<file path="config.mk">
export PLATFORM = sky130hd
export DESIGN_NAME = udma_smi_sched_flat
export DESIGN_NICKNAME = d
export VERILOG_FILES = /design/src/rtl/udma_smi_sched_if.sv /design/src/rtl/udma_smi_sched.sv /design/src/flat_wrapper.sv
export SDC_FILE = /design/constraint.sdc
export NUM_CORES = 1
export LEC_CHECK = 0
export ABC_AREA = 1
export BUFFER_PORTS_ARGS = -buffer_cell sky130_fd_sc_hd__buf_2
export CAP_MARGIN = 40
export CORE_MARGIN = 1
export CORE_UTILIZATION = 36
export CTS_BUF_LIST = sky130_fd_sc_hd__clkbuf_4
export CTS_CLUSTER_DIAMETER = 80
export DETAILED_ROUTE_END_ITERATION = 8
export PLACE_DENSITY = 0.68
export RECOVER_POWER = 100
export SYNTH_ARGS = -nofsm -noshare
export SYNTH_HDL_FRONTEND = slang
export SYNTH_SLANG_ARGS = --single-unit
</file>
<file path="constraint.sdc">
create_clock -name clk_i -period 3 [get_ports clk_i]
set_input_delay 0.3 -clock clk_i [delete_from_list [all_inputs] [get_ports clk_i]]
set_output_delay 0.3 -clock clk_i [all_outputs]
set_load 0.02 [all_outputs]
</file>
<file path="src/rtl/udma_smi_sched_if.sv">
// SMI controller handshake bundle: the scheduler drives one transaction at a time
// and the controller answers with busy and read data.
interface udma_smi_sched_if;
    logic        smi_start_o;
    logic        smi_busy_i;
    logic        smi_rw_o;
    logic [4:0]  smi_phy_addr_o;
    logic [4:0]  smi_reg_addr_o;
    logic [15:0] smi_wr_data_o;
    logic [15:0] smi_rd_data_i;

    modport master (
        output smi_start_o,
        output smi_rw_o,
        output smi_phy_addr_o,
        output smi_reg_addr_o,
        output smi_wr_data_o,
        input  smi_busy_i,
        input  smi_rd_data_i
    );

    modport slave (
        input  smi_start_o,
        input  smi_rw_o,
        input  smi_phy_addr_o,
        input  smi_reg_addr_o,
        input  smi_wr_data_o,
        output smi_busy_i,
        output smi_rd_data_i
    );
endinterface

</file>
<file path="src/rtl/udma_smi_sched.sv">
// Shares one SMI (MDIO) controller between host transactions and a periodic
// auto-poll read, with round-robin arbitration when both are waiting.
module udma_smi_sched #(
    parameter int POLL_CNT_W = 24
) (
    input  logic                  clk_i,
    input  logic                  rstn_i,

    input  logic                  host_req_i,
    input  logic                  host_rw_i,
    input  logic [4:0]            host_phy_addr_i,
    input  logic [4:0]            host_reg_addr_i,
    input  logic [15:0]           host_wr_data_i,
    output logic                  host_ack_o,
    output logic                  host_done_o,
    output logic [15:0]           host_rd_data_o,

    input  logic                  poll_en_i,
    input  logic [4:0]            poll_phy_addr_i,
    input  logic [4:0]            poll_reg_addr_i,
    input  logic [POLL_CNT_W-1:0] poll_interval_i,
    output logic                  poll_valid_o,
    output logic                  poll_change_o,
    output logic [15:0]           poll_data_o,

    udma_smi_sched_if.master      smi
);
    typedef enum logic [1:0] {
        IDLE      = 2'd0,
        START     = 2'd1,
        WAIT_BUSY = 2'd2,
        WAIT_DONE = 2'd3
    } state_t;

    localparam logic [POLL_CNT_W-1:0] CNT_ONE = POLL_CNT_W'(1);

    state_t                r_state;
    state_t                w_next;

    logic                  r_last_poll;
    logic                  r_cur_host;
    logic                  r_poll_pend;
    logic [POLL_CNT_W-1:0] r_cnt;
    logic                  r_en_d;
    logic                  r_first;

    logic                  r_rw;
    logic [4:0]            r_phy;
    logic [4:0]            r_reg;
    logic [15:0]           r_wdata;

    logic                  r_host_done;
    logic [15:0]           r_host_rd;
    logic                  r_poll_valid;
    logic                  r_poll_change;
    logic [15:0]           r_poll_data;

    logic                  w_any_pend;
    logic                  w_grant_host;
    logic                  w_launch;
    logic                  w_finish;
    logic                  w_expire;
    logic [POLL_CNT_W-1:0] w_reload;
    logic                  w_smi_start;
    logic                  w_host_ack;

    // Host wins unless a poll is also waiting and the host was served last.
    assign w_any_pend   = host_req_i | r_poll_pend;
    assign w_grant_host = host_req_i & (~r_poll_pend | r_last_poll);
    assign w_launch     = (r_state == IDLE) & w_any_pend;
    assign w_finish     = (r_state == WAIT_DONE) & ~smi.smi_busy_i;

    assign w_reload = (poll_interval_i == '0) ? '0 : (poll_interval_i - CNT_ONE);
    assign w_expire = poll_en_i & (r_cnt == '0);

    always_ff @(posedge clk_i or negedge rstn_i) begin
        if (!rstn_i) begin
            r_state <= IDLE;
        end else begin
            r_state <= w_next;
        end
    end

    always_comb begin
        w_next = r_state;
        case (r_state)
            IDLE:      if (w_any_pend)       w_next = START;
            START:                           w_next = WAIT_BUSY;
            WAIT_BUSY: if (smi.smi_busy_i)   w_next = WAIT_DONE;
            WAIT_DONE: if (!smi.smi_busy_i)  w_next = IDLE;
            default:                         w_next = IDLE;
        endcase
    end

    always_comb begin
        w_smi_start = 1'b0;
        w_host_ack  = 1'b0;
        if (r_state == START) begin
            w_smi_start = 1'b1;
            w_host_ack  = r_cur_host;
        end
    end

    // Transaction fields are frozen at launch and ignored until the next IDLE.
    always_ff @(posedge clk_i or negedge rstn_i) begin
        if (!rstn_i) begin
            r_rw        <= 1'b0;
            r_phy       <= '0;
            r_reg       <= '0;
            r_wdata     <= '0;
            r_cur_host  <= 1'b0;
            r_last_poll <= 1'b1;
        end else if (w_launch) begin
            r_cur_host  <= w_grant_host;
            r_last_poll <= ~w_grant_host;
            if (w_grant_host) begin
                r_rw    <= host_rw_i;
                r_phy   <= host_phy_addr_i;
                r_reg   <= host_reg_addr_i;
                r_wdata <= host_wr_data_i;
            end else begin
                r_rw    <= 1'b1;
                r_phy   <= poll_phy_addr_i;
                r_reg   <= poll_reg_addr_i;
                r_wdata <= '0;
            end
        end
    end

    // A fresh expiry outranks the grant-clear, so an interval of 0 keeps a poll
    // permanently pending; an expiry while already pending is simply absorbed.
    always_ff @(posedge clk_i or negedge rstn_i) begin
        if (!rstn_i) begin
            r_cnt       <= '0;
            r_poll_pend <= 1'b0;
        end else if (!poll_en_i) begin
            r_cnt       <= w_reload;
            r_poll_pend <= 1'b0;
        end else begin
            if (r_cnt == '0) begin
                r_cnt <= w_reload;
            end else begin
                r_cnt <= r_cnt - CNT_ONE;
            end
            if (w_expire) begin
                r_poll_pend <= 1'b1;
            end else if (w_launch && !w_grant_host) begin
                r_poll_pend <= 1'b0;
            end
        end
    end

    always_ff @(posedge clk_i or negedge rstn_i) begin
        if (!rstn_i) begin
            r_en_d  <= 1'b0;
            r_first <= 1'b0;
        end else begin
            r_en_d <= poll_en_i;
            if (poll_en_i && !r_en_d) begin
                r_first <= 1'b1;
            end else if (w_finish && !r_cur_host) begin
                r_first <= 1'b0;
            end
        end
    end

    // Completion side: results and pulses are published on the WAIT_DONE->IDLE edge.
    always_ff @(posedge clk_i or negedge rstn_i) begin
        if (!rstn_i) begin
            r_host_done   <= 1'b0;
            r_host_rd     <= '0;
            r_poll_valid  <= 1'b0;
            r_poll_change <= 1'b0;
            r_poll_data   <= '0;
        end else begin
            r_host_done   <= w_finish & r_cur_host;
            r_poll_valid  <= w_finish & ~r_cur_host;
            r_poll_change <= w_finish & ~r_cur_host &
                             ((smi.smi_rd_data_i != r_poll_data) | r_first);
            if (w_finish && r_cur_host && r_rw) begin
                r_host_rd <= smi.smi_rd_data_i;
            end
            if (w_finish && !r_cur_host) begin
                r_poll_data <= smi.smi_rd_data_i;
            end
        end
    end

    assign host_ack_o         = w_host_ack;
    assign host_done_o        = r_host_done;
    assign host_rd_data_o     = r_host_rd;
    assign poll_valid_o       = r_poll_valid;
    assign poll_change_o      = r_poll_change;
    assign poll_data_o        = r_poll_data;

    assign smi.smi_start_o    = w_smi_start;
    assign smi.smi_rw_o       = r_rw;
    assign smi.smi_phy_addr_o = r_phy;
    assign smi.smi_reg_addr_o = r_reg;
    assign smi.smi_wr_data_o  = r_wdata;
endmodule
</file>
<file path="src/flat_wrapper.sv">
// flat-port wrapper written by rule: the top's interface ports become plain ports
module udma_smi_sched_flat 
#(
    parameter int POLL_CNT_W = 24
)
  (clk_i, rstn_i, host_req_i, host_rw_i, host_phy_addr_i, host_reg_addr_i, host_wr_data_i, host_ack_o, host_done_o, host_rd_data_o, poll_en_i, poll_phy_addr_i, poll_reg_addr_i, poll_interval_i, poll_valid_o, poll_change_o, poll_data_o, smi_smi_start_o, smi_smi_rw_o, smi_smi_phy_addr_o, smi_smi_reg_addr_o, smi_smi_wr_data_o, smi_smi_busy_i, smi_smi_rd_data_i);
  udma_smi_sched_if smi_i ();
  input  logic clk_i;
  input  logic rstn_i;
  input  logic host_req_i;
  input  logic host_rw_i;
  input  logic [4:0] host_phy_addr_i;
  input  logic [4:0] host_reg_addr_i;
  input  logic [15:0] host_wr_data_i;
  output logic host_ack_o;
  output logic host_done_o;
  output logic [15:0] host_rd_data_o;
  input  logic poll_en_i;
  input  logic [4:0] poll_phy_addr_i;
  input  logic [4:0] poll_reg_addr_i;
  input  logic [POLL_CNT_W-1:0] poll_interval_i;
  output logic poll_valid_o;
  output logic poll_change_o;
  output logic [15:0] poll_data_o;
  output wire logic [$bits(smi_i.smi_start_o)-1:0] smi_smi_start_o;
  output wire logic [$bits(smi_i.smi_rw_o)-1:0] smi_smi_rw_o;
  output wire logic [$bits(smi_i.smi_phy_addr_o)-1:0] smi_smi_phy_addr_o;
  output wire logic [$bits(smi_i.smi_reg_addr_o)-1:0] smi_smi_reg_addr_o;
  output wire logic [$bits(smi_i.smi_wr_data_o)-1:0] smi_smi_wr_data_o;
  input wire logic [$bits(smi_i.smi_busy_i)-1:0] smi_smi_busy_i;
  input wire logic [$bits(smi_i.smi_rd_data_i)-1:0] smi_smi_rd_data_i;
  assign smi_smi_start_o = smi_i.smi_start_o;
  assign smi_smi_rw_o = smi_i.smi_rw_o;
  assign smi_smi_phy_addr_o = smi_i.smi_phy_addr_o;
  assign smi_smi_reg_addr_o = smi_i.smi_reg_addr_o;
  assign smi_smi_wr_data_o = smi_i.smi_wr_data_o;
  assign smi_i.smi_busy_i = smi_smi_busy_i;
  assign smi_i.smi_rd_data_i = smi_smi_rd_data_i;
  udma_smi_sched #(.POLL_CNT_W(POLL_CNT_W)) u_core (.clk_i(clk_i), .rstn_i(rstn_i), .host_req_i(host_req_i), .host_rw_i(host_rw_i), .host_phy_addr_i(host_phy_addr_i), .host_reg_addr_i(host_reg_addr_i), .host_wr_data_i(host_wr_data_i), .host_ack_o(host_ack_o), .host_done_o(host_done_o), .host_rd_data_o(host_rd_data_o), .poll_en_i(poll_en_i), .poll_phy_addr_i(poll_phy_addr_i), .poll_reg_addr_i(poll_reg_addr_i), .poll_interval_i(poll_interval_i), .poll_valid_o(poll_valid_o), .poll_change_o(poll_change_o), .poll_data_o(poll_data_o), .smi(smi_i));
endmodule
</file>
==> results of run 1 <==
-- layout by cell type (no fill, tap or decap), types with 8 or more instances in the layout --
master and instances:
a22o_1 16, buf_2 79, clkbuf_1 67, clkbuf_4 9, dfrtp_1 92, ha_1 8
inv_1 60, nand2_1 170, nand3_1 54, nand4_1 22, nor2_1 80, nor2_2 9
o21ai_0 47, xnor2_1 16, xor2_1 13
-- sequential cells by signal (all words and copies together) (netlist names), 2 cells and up --
name                       count
u_core.poll_data_o            16
u_core.smi.smi_reg_addr_o      5
u_core.host_rd_data_o         16
u_core.r_cnt                  24
u_core.r_state                 2
u_core.smi.smi_phy_addr_o      5
u_core.smi.smi_wr_data_o      16
-- power groups by stage --
stage | Sequential [mW] | Clock, mW | Combinational [mW]
final | 2.00 | 0.638 | 1.83
after global routing | 2.06 | 0.717 | 2.06
after CTS | 1.99 | 0.669 | 1.98
after detailed placement | 2.01 | 0 | 1.98
after global placement | 2.02 | 0 | 1.91
after floorplan | 2.45 | 0 | 0.836
-- synth_stat cells (6+ instances only) --
library cell | number | share of area, %
xor2_1 | 13 | 2.2
nor2_2 | 9 | 1.1
dfrtp_1 | 92 | 45
o21ai_1 | 8 | 0.79
inv_1 | 60 | 4.4
clkbuf_1 | 10 | 0.74
nand2_1 | 169 | 12
a22o_1 | 16 | 2.8
nand3_2 | 6 | 1.2
nand4_1 | 22 | 2.7
o22ai_1 | 7 | 0.86
xnor2_1 | 16 | 2.8
o21ai_0 | 40 | 3.9
nand3_1 | 51 | 5.0
nor2_1 | 80 | 5.9
ha_1 | 8 | 2.0
-- critical path: cells and delay by family, from the launching register on --
family | cells | cell delay [ns]
AO/OA/AOI/OAI | 2 | 1.18
buffers and inverters | 2 | 0.25
flip-flops | 1 | 0.38
AND/OR/NAND/NOR | 1 | 0.29
-- final timing paths --
kind                                                            endpoint  depth (start not counted)
worst min-delay path             u_core.smi.smi_wr_data_o[1]$_DFFE_PN0P_                          2
worst max register to register  u_core.smi.smi_wr_data_o[10]$_DFFE_PN0P_                          5
worst max-delay path            u_core.smi.smi_wr_data_o[10]$_DFFE_PN0P_                          5
min in group asynchronous              u_core.poll_data_o[3]$_DFFE_PN0P_                          2
max in group asynchronous                  u_core.r_cur_host$_DFFE_PN0P_                          3
worst min register to register                u_core.r_first$_DFFE_PN0P_                          1
-- metal layers --
layer | wire length (µm) | global-route usage (%) | part of all wire [%]
met5 | 0 | 0 | 0
met3 | 671 | 2.547 | 5.4
met4 | 208 | 6.636 | 1.7
met1 | 6018 | 24.08 | 49
met2 | 5449 | 27.62 | 44
-- cells by family (layout without fill, tap and decap cells) --
group	after synthesis	in the layout	share of synthesized area (%)
simple gates	350	350	30.36
xor+xnor	29	29	4.999
flops	93	93	45.83
fa+ha+maj	8	8	1.970
compound gates	83	83	9.924
buf+inv	81	232	6.920
-- layout make-up --
cell class                      count  area (µm²)  area share (%)
Inverter                           64       245.2           4.086
Clock inverter                      7       55.05          0.9172
Multi-Input combinational cell    470        2384           39.71
Tap cell                          180       225.2           3.752
Timing Repair Buffer              152       696.9           11.61
Sequential cell                    93        2328           38.80
Clock buffer                        9       67.56           1.126
-- stage by stage --
step | hold WS [ns] | instances
2_1_floorplan | 0.004409 | 644
3_3_place_gp | 0.3408 | 954
3_5_place_dp | 0.3417 | 956
4_1_cts | 0.008135 | 974
5_1_grt | 0.01174 | 975
6_report | 0.04378 | 975
-- repair_timing --
| action | in CTS | in global routing |
|---|---|---|
| setup buffers | 0 | 0 |
| hold endpoints to repair | 43 | 1 |
| hold buffers | 2 | 1 |
==> impl_metrics.py, run 1 <==
metrics = {
    "power": {
        "p_seq_share_pct": 44.8,
        "leakage_nw": 2.850,
        "p_sw_share_pct": 44.32,
        "p_comb_share_pct": 40.9,
        "p_sw_mw": 1.980,
        "p_int_mw": 2.488,
        "peakVddDrop_mv": 0.1895,
        "powerDensity_mw_per_mm2": 744.5,
        "total_power_mw": 4.468,
        "pwr-share-clk_pct": 14.3,
    },
    "finish": {
        "antenna_cells": 0,
        "nFillCells": 1456,
        "drive_gt1_share_pct": 15.60,
        "fin_util_pct": 43.41,
        "areaGrowthSynthToFinish_pct": 18.12,
        "final_area_mm2": 0.006002,
        "layout.nets": 880,
    },
    "detailed_routing": {
        "routedWlPerCell_um": 12.67,
        "first_pass_iters": 5,
        "routed-via-count": 4627,
        "wl_um": 12350,
        "via_per_inst": 4.746,
        "postRouteAntennaNets": 0,
        "drt_iter0_drc": 351,
        "drc": 0,
    },
    "clock_network": {
        "ctsResizeCount": 0,
        "root_buffer": "clkbuf_4",
        "cts_max_level": 3,
        "cts_tree": "yes",
        "clk_latency_ns": 0.46,
        "path_clk_slew_ns": 0.16,
        "cts_buffers": 9,
        "clk_path_buf_depth": 2,
        "clock_sinks": 93,
    },
    "floorplan": {
        "die_x_um": 120.8,
        "die_h_um": 120.8,
        "io_pins": 146,
        "start_util_pct": 36.75,
        "core_mm2": 0.01383,
        "num_rows": 43,
        "dieArea_mm2": 0.01459,
    },
    "placed_design": {
        "hpwl_um": 9332,
        "place_area_mm2": 0.005998,
        "dp_slack_ns": 0.9483,
        "port_buffers": 145,
        "gp_congestion": 0.8761,
    },
    "critical_path": {
        "crit_slowest_cell": "o21ai_0",
        "critical_path.max_fanout": 26,
        "arrival_ns": 2.55,
        "required_ns": 3.36,
        "cpPeakStageDelay_ns": 0.94,
        "rrSetupSlack_ns": 0.81,
        "endpoint_kind": "register",
        "crit_type": "register to register",
        "crit_start": "u_core.r_poll_pend$_DFFE_PN0P_",
        "r2r_start": "u_core.r_poll_pend$_DFFE_PN0P_",
        "startpoint_type": "register",
        "path_cells": "inv_1 -> o21ai_0 -> or2_2 -> inv_2 -> a22o_1",
    },
    "yosys": {
        "synth.avg_cell_area_um2": 7.890,
        "syn-cell-area_mm2": 0.005081,
        "ys_ff_latch": 93,
        "synth_edf_count": 0,
        "synth_cell_types": 33,
        "yosysSeqAreaShare_pct": 45.83,
        "synth_top_flop_cell": "dfrtp_1",
        "yosys_warnings": 0,
        "synth_cells": 644,
        "syn_nets": 734,
        "ys_async_sr_fraction_pct": 100.0,
    },
    "timing": {
        "layout_setup_ws_ns": 0.8099,
        "fin_skew_ns": 0.01588,
        "setup_viol": 0,
        "hold_viol": 0,
        "fmax_ghz": 0.4566,
        "fin_crit_ns": 2.190,
        "rsz0062_at_grt": "no",
        "slew-limit-headroom_pct": 17.75,
        "tightest_slew_ns": 1.221,
        "tns_ns": 0,
        "slew_viol_final": 0,
        "fin_crit_sh_pct": 73.00,
    },
    "status": {
        "status": "finished, final reports clean",
    },
    "run": {
        "maxCapViolCount": 0,
    },
    "global_routing": {
        "grt_max_degree": 46,
        "grt_util_all_layers_pct": 17.45,
        "grt_pass1_wl_um": 20290,
        "antenna_found_initial": 0,
        "grt_pass1_vias": 4258,
        "gr-total-overflow": 0,
    },
    "worst_hold_path": {
        "hp-start": "host_wr_data_i[1]",
        "hp-class": "input pin to register",
    },
}
Power figures use the tool's default switching activity.
==> run 2, diff against run 1 <==
==> constraint.sdc (replaced) <==
create_clock -name clk_i -period 2.3 [get_ports clk_i]
set_input_delay 0.23 -clock clk_i [delete_from_list [all_inputs] [get_ports clk_i]]
set_output_delay 0.23 -clock clk_i [all_outputs]
set_load 0.02 [all_outputs]
==> run 2 against run 1 <==
  * Fmax is 3.9% higher
  * Critical path type unchanged
  * Cell count is 4.1% higher
  * Total power up 38%
  * Worst setup slack lost 0.62 ns
  * Combinational power increased by 44%
  * Routed wire length up 5.4%
  * Clock power up 45%
  * Sequential power is 30% higher
  * Critical path depth increased by 3
  * Global-route usage is 0.85 points higher
==> impl_metrics.py, run 2 (synthesis results as in run 1) <==
metrics = {
    "finish": {
        "drive_gt1_share_pct": 15.33,
        "fin_util_pct": 46.46,
        "antenna_cells": 0,
        "largest_reg_flops": 24,
        "areaGrowthSynthToFinish_pct": 26.42,
        "largest_register": "u_core.r_cnt",
        "final_cell_mix": "nand2_1 (170), dfrtp_1 (92), nor2_1 (80), buf_2 (79), clkbuf_1 (66)",
        "layout.nets": 920,
        "final_common_cell": "nand2_1",
        "final_area_mm2": 0.006424,
    },
    "timing": {
        "fin_crit_sh_pct": 91.62,
        "tns_ns": 0,
        "rsz0062_at_grt": "no",
        "slew-limit-headroom_pct": 23.40,
        "setup_viol": 0,
        "fin_crit_ns": 2.107,
        "fmax_ghz": 0.4745,
        "fin_skew_ns": 0.01858,
        "tightest_slew_ns": 1.149,
        "slew_viol_final": 0,
        "hold_viol": 0,
    },
    "power": {
        "pwr-share-clk_pct": 15.1,
        "p_sw_mw": 2.639,
        "leakage_nw": 3.039,
        "p_comb_share_pct": 42.7,
        "powerDensity_mw_per_mm2": 958.7,
        "p_sw_share_pct": 42.84,
        "p_seq_share_pct": 42.3,
        "p_int_mw": 3.520,
        "total_power_mw": 6.159,
        "peakVddDrop_mv": 0.2893,
    },
    "clock_network": {
        "clk_path_buf_depth": 2,
        "cts_tree": "yes",
        "clock_sinks": 93,
        "root_buffer": "clkbuf_4",
        "cts_buffers": 9,
        "path_clk_slew_ns": 0.15,
        "clk_latency_ns": 0.46,
        "cts_max_level": 3,
    },
    "detailed_routing": {
        "first_pass_iters": 6,
        "drt_iter0_drc": 298,
        "via_per_inst": 4.827,
        "routedWlPerCell_um": 12.83,
        "postRouteAntennaNets": 0,
        "routed-via-count": 4899,
        "drc": 0,
        "wl_um": 13020,
    },
    "global_routing": {
        "gr-total-overflow": 0,
        "grt_pass1_wl_um": 21540,
        "grt_util_all_layers_pct": 18.31,
        "grt_max_degree": 86,
        "antenna_found_initial": 0,
        "grt_pass1_vias": 4612,
    },
    "placed_design": {
        "port_buffers": 145,
        "hpwl_um": 9288,
        "gp_congestion": 0.8748,
        "place_area_mm2": 0.005986,
    },
    "critical_path": {
        "crit_slowest_cell": "dlygate4sd3_1",
        "path_cells": "inv_1 -> ha_1 -> inv_1 -> a21oi_1 -> inv_2 -> nand2_1 -> nand3_1 -> dlygate4sd3_1",
        "crit_type": "register to register",
        "startpoint_type": "register",
        "cpPeakStageDelay_ns": 0.58,
        "required_ns": 2.66,
        "arrival_ns": 2.46,
        "endpoint_kind": "register",
        "critical_path.max_fanout": 27,
        "cpMostUsedCell": "inv_1",
    },
    "floorplan": {
        "start_util_pct": 36.75,
        "io_pins": 146,
        "die_x_um": 120.8,
        "core_mm2": 0.01383,
        "die_h_um": 120.8,
        "dieArea_mm2": 0.01459,
        "num_rows": 43,
    },
    "worst_hold_path": {
        "hp-class": "input pin to register",
    },
    "status": {
        "status": "finished, final reports clean",
    },
    "run": {
        "maxCapViolCount": 0,
    },
}
[run 2: critical path: cells and delay by family, from the launching register on]
kind,cells,cell delay [ns]
simple gates,2,0.21
compound gates,1,0.18
flops,1,0.43
fa+ha+maj,1,0.20
buf+inv,4,0.98
[run 2: routing by layer]
layer	share of wire (%)	global-route usage (%)	vias up	routed length (µm)
li1	-	-	2465	-
met1	47	24.63	2259	6124
met2	46	30.46	155	5931
met3	5.6	1.981	20	725
met4	1.8	6.481	0	240
met5	0	0	-	0
[run 2: area by class of cell]
type                       instances  area, µm²
clock buffer                       9      67.56
sequential                        93       2328
inverter                          64      245.2
fill                            1431       7403
clock inverter                     7      73.82
timing repair buffer             192       1094
tap                              180      225.2
multi-input combinational        470       2390
[run 2: worst paths after layout]
kind	start	to	slack (ns)	depth (start not counted)
worst max register to register	u_core.r_state[1]$_DFFE_PN0P_	u_core.smi.smi_phy_addr_o[4]$_DFFE_PN0P_	0.19	8
max in group asynchronous	rstn_i	u_core.host_rd_data_o[10]$_DFFE_PN0P_	0.51	3
worst min register to register	u_core.r_en_d$_DFF_PN0_	u_core.r_first$_DFFE_PN0P_	0.43	1
worst min-delay path	smi_smi_rd_data_i[2]	u_core.host_rd_data_o[2]$_DFFE_PN0P_	0.04	3
worst max-delay path	u_core.r_state[1]$_DFFE_PN0P_	u_core.smi.smi_phy_addr_o[4]$_DFFE_PN0P_	0.19	8
min in group asynchronous	rstn_i	u_core.host_rd_data_o[5]$_DFFE_PN0P_	0.22	2
[run 2: what timing repair did]
item	in CTS	in global routing
resized for setup	0	3
hold endpoints to repair	122	0
hold buffers	41	0
setup buffers	0	0
endpoints found under the setup margin	0	10
[run 2: metrics by stage]
stage          setup WS [ns]  hold WS, ns  instances
2_1_floorplan         0.7748     -0.06559        644
3_3_place_gp          0.5804      0.06438        958
3_5_place_dp          0.4808      0.06883        958
4_1_cts              0.05978      0.01488       1015
5_1_grt              0.03398      0.04869       1015
6_report              0.1927      0.03872       1015
[run 2: power by group through the flow]
stage	Sequential, mW	Clock (mW)	Combinational [mW]
after floorplan	3.19	0	1.09
after global placement	2.60	0	2.53
after detailed placement	2.62	0	2.57
after CTS	2.58	0.955	2.77
after global routing	2.68	1.01	2.94
final	2.60	0.927	2.63
==> run 3, diff against run 2 <==
--- a/config.mk
+++ b/config.mk
@@ -5,7 +5,6 @@
 export SDC_FILE = /design/constraint.sdc
 export NUM_CORES = 1
 export LEC_CHECK = 0
-export ABC_AREA = 1
 export BUFFER_PORTS_ARGS = -buffer_cell sky130_fd_sc_hd__buf_2
 export CAP_MARGIN = 40
 export CORE_MARGIN = 1
@@ -13,7 +12,7 @@
 export CTS_BUF_LIST = sky130_fd_sc_hd__clkbuf_4
 export CTS_CLUSTER_DIAMETER = 80
 export DETAILED_ROUTE_END_ITERATION = 8
-export PLACE_DENSITY = 0.68
+export PLACE_DENSITY = 0.69
 export RECOVER_POWER = 100
 export SYNTH_ARGS = -nofsm -noshare
 export SYNTH_HDL_FRONTEND = slang
==> run 3 against run 2 <==
  * The run now ends with setup timing left
  * Combinational power rose by 5%
  * Routed wire length fell by 12%
  * Via count fell by 21%
  * Sequential share of layout area rose by 1.3 points
  * Flip-flop and latch count did not move
  * Critical path type unchanged
  * Critical endpoint is now u_core.r_cnt[18]$_DFF_PN0_
  * Largest cell class is now registers
  * Largest power group unchanged
==> impl_metrics.py, run 3 <==
metrics = {
    "status": {
        "status": "finished with violations",
        "violations": "setup timing",
    },
    "timing": {
        "fin_skew_ns": 0.01547,
        "tightest_slew_ns": 1.214,
        "fmax_ghz": 0.4345,
        "rsz0062_at_grt": "yes",
        "setup_viol": 1,
        "hold_viol": 0,
        "slew_viol_final": 0,
        "fin_crit_sh_pct": 100.1,
        "fin_crit_ns": 2.301,
        "slew-limit-headroom_pct": 19.06,
        "layout_setup_ws_ns": -0.001474,
        "whs_ns": 0.04620,
    },
    "clock_network": {
        "root_buffer": "clkbuf_4",
        "cts_max_level": 3,
        "clk_path_buf_depth": 2,
        "clock_sinks": 93,
        "clk_latency_ns": 0.44,
        "cts_tree": "yes",
        "path_clk_slew_ns": 0.15,
        "cts_buffers": 9,
    },
    "worst_hold_path": {
        "hp-class": "input pin to register",
    },
    "finish": {
        "nFillCells": 1127,
        "areaGrowthSynthToFinish_pct": 37.59,
        "final_cell_mix": "dfrtp_1 (92), buf_2 (80), clkbuf_1 (65), dlygate4sd3_1 (40), xnor2_1 (33)",
        "final_common_cell": "dfrtp_1",
        "largest_reg_flops": 24,
        "final_cells": 775,
        "largest_register": "u_core.r_cnt",
        "antenna_cells": 0,
        "drive_gt1_share_pct": 30.64,
        "fin_util_pct": 51.16,
        "layout.nets": 692,
    },
    "floorplan": {
        "core_mm2": 0.01211,
        "die_x_um": 113.8,
        "num_rows": 40,
        "dieArea_mm2": 0.01296,
        "io_pins": 146,
        "die_h_um": 113.8,
        "start_util_pct": 37.18,
    },
    "placed_design": {
        "port_buffers": 145,
        "placedCellCount": 719,
        "hpwl_um": 8068,
        "gp_congestion": 0.8014,
    },
    "yosys": {
        "ys_async_sr_fraction_pct": 100.0,
        "synth_most_common_cell": "dfrtp_1",
        "ys_ff_latch": 93,
        "ys_top_cells_by_area": "dfrtp_1 (51%), mux2_2 (8.0%), xnor2_1 (6.4%)",
        "yosys_warnings": 0,
        "yosysSeqAreaShare_pct": 51.71,
        "yosysTopAreaCell": "dfrtp_1",
        "synth_edf_count": 0,
        "syn-cell-area_mm2": 0.004503,
        "synth.avg_cell_area_um2": 11.64,
        "synth_cell_types": 46,
        "synth_top_area_share_pct": 51.13,
        "synthTopCellsByCount": "dfrtp_1 (92), xnor2_1 (33), mux2_2 (32), xor2_1 (25), o22ai_1 (24)",
        "synth_top_flop_cell": "dfrtp_1",
        "synth_cells": 387,
        "syn_nets": 477,
    },
    "detailed_routing": {
        "wl_um": 11450,
        "drc": 0,
        "routedWlPerCell_um": 14.77,
        "postRouteAntennaNets": 0,
        "via_per_inst": 4.994,
        "first_pass_iters": 8,
        "drt_iter0_drc": 257,
        "routed-via-count": 3870,
    },
    "global_routing": {
        "met1_usage_pct": 21.80,
        "grt_pass1_wl_um": 18240,
        "grt_util_all_layers_pct": 18.01,
        "grt_max_degree": 49,
        "gr-total-overflow": 0,
        "grt_util_met3_pct": 3.826,
        "antenna_found_initial": 0,
        "met2_usage_pct": 31.54,
        "top_usage_layer": "met2",
        "grt_pass1_vias": 3844,
    },
    "power": {
        "leakage_nw": 2.702,
        "powerDensity_mw_per_mm2": 1025,
        "total_power_mw": 6.352,
        "peakVddDrop_mv": 0.2967,
    },
    "run": {
        "maxCapViolCount": 0,
    },
    "critical_path": {
        "startpoint_type": "register",
        "r2r_start": "u_core.r_cnt[10]$_DFF_PN0_",
        "cpPeakStageDelay_ns": 0.59,
        "critical-path-top-delay-family": "simple AND/OR/NAND/NOR gates",
        "worstRegToRegCells": 6,
        "r2r_end": "u_core.r_cnt[18]$_DFF_PN0_",
        "crit_buf_inv": 1,
        "rrSetupSlack_ns": -0.001,
        "cpMostUsedCell": "or4_4",
        "crit_start": "u_core.r_cnt[10]$_DFF_PN0_",
        "path_cells": "or4_4 -> or4_4 -> buf_4 -> nor4_4 -> xnor2_1 -> o22ai_1",
        "path_depth": 6,
        "cp-endpoint": "u_core.r_cnt[18]$_DFF_PN0_",
        "endpoint_kind": "register",
        "crit_type": "register to register",
        "crit_slowest_cell": "or4_4",
        "arrival_ns": 2.63,
        "required_ns": 2.63,
        "critical_path.max_fanout": 6,
    },
}
run 3: cell count changes in the layout (fill, tap and decap cells not counted), sizes merged, moves of 10 or more:
cell    previous run  this run
nand2            172         9
nor2              91        17
nand3             57         4
inv               65        21
o21ai             48         5
mux2               0        32
buf               82       112
nand4             22         1
o22ai              7        24
xnor2             16        33
nor4               0        15
nor3               2        16
xor2              13        25
a222oi             0        10
run 3: cell families (layout without fill, tap and decap cells):
family | after synthesis | count (layout) | share of synthesized area, %
flops | 93 | 93 | 51.71
simple gates | 89 | 89 | 11.20
compound gates | 67 | 67 | 11.59
fa+ha+maj | 8 | 8 | 2.223
mux | 33 | 33 | 8.225
xor+xnor | 58 | 58 | 11.28
buf+inv | 39 | 259 | 3.779
run 3: routing by layer:
| layer | vias up | share of wire (%) | routed length (µm) |
|---|---|---|---|
| li1 | 1841 | - | - |
| met1 | 1877 | 43 | 4952 |
| met2 | 135 | 50 | 5738 |
| met3 | 17 | 5.0 | 576 |
| met4 | 0 | 1.6 | 180 |
| met5 | - | 0 | 0 |
run 3: how the worst min path moves through the flow:
stage                           from                               endpoint  slack, ns  cells after the start
2_1_floorplan                 rstn_i           u_core.host_done_o$_DFF_PN0_      -0.07                      0
3_3_place_gp                  rstn_i      u_core.poll_data_o[7]$_DFFE_PN0P_       0.28                      1
3_5_place_dp                  rstn_i      u_core.poll_data_o[7]$_DFFE_PN0P_       0.29                      1
4_1_cts         smi_smi_rd_data_i[1]   u_core.host_rd_data_o[1]$_DFFE_PN0P_     0.0009                      2
5_1_grt        smi_smi_rd_data_i[12]  u_core.host_rd_data_o[12]$_DFFE_PN0P_      0.007                      2
6_report        smi_smi_rd_data_i[1]   u_core.host_rd_data_o[1]$_DFFE_PN0P_       0.05                      2
run 3: metrics by stage:
step           worst slack (ns)  cell area, µm²   TNS [ns]
2_1_floorplan          -0.04673            4534    -0.7445
3_3_place_gp           -0.07376            5653     -1.040
3_5_place_dp            -0.1601            5653     -1.745
4_1_cts                0.006766            6236          0
5_1_grt                -0.03932            6196    -0.3200
6_report              -0.001474            6196  -0.001474
run 3: layout make-up:
class                      instances  area, µm²  share of cell area, %
sequential                        93       2328                  37.58
multi-input combinational        255       2096                  33.82
timing repair buffer             222       1325                  21.39
tap                              168      210.2                  3.393
clock inverter                     7      90.09                  1.454
inverter                          21      78.83                  1.272
clock buffer                       9      67.56                  1.090
run 3: worst reg2reg max path, delay by kind of cell (launching register included):
family | cells | cell delay, ns
xor+xnor | 1 | 0.18
flops | 1 | 0.40
buf+inv | 1 | 0.20
simple gates | 3 | 1.31
compound gates | 1 | 0.11
run 3: repair_timing:
| action | 4_1_cts | 5_1_grt |
|---|---|---|
| gates resized for setup | 5 | 16 |
| pin swaps | 4 | 4 |
| hold buffers | 40 | 0 |
| buffers inserted | 0 | 0 |
| endpoints found under the hold margin | 74 | 0 |
| endpoints found under the setup margin | 24 | 23 |
run 3: power by group:
part           internal [mW]  switching, mW
sequential              2.23          0.404
clock                  0.436          0.539
combinational           1.17           1.58
total                   3.83           2.52
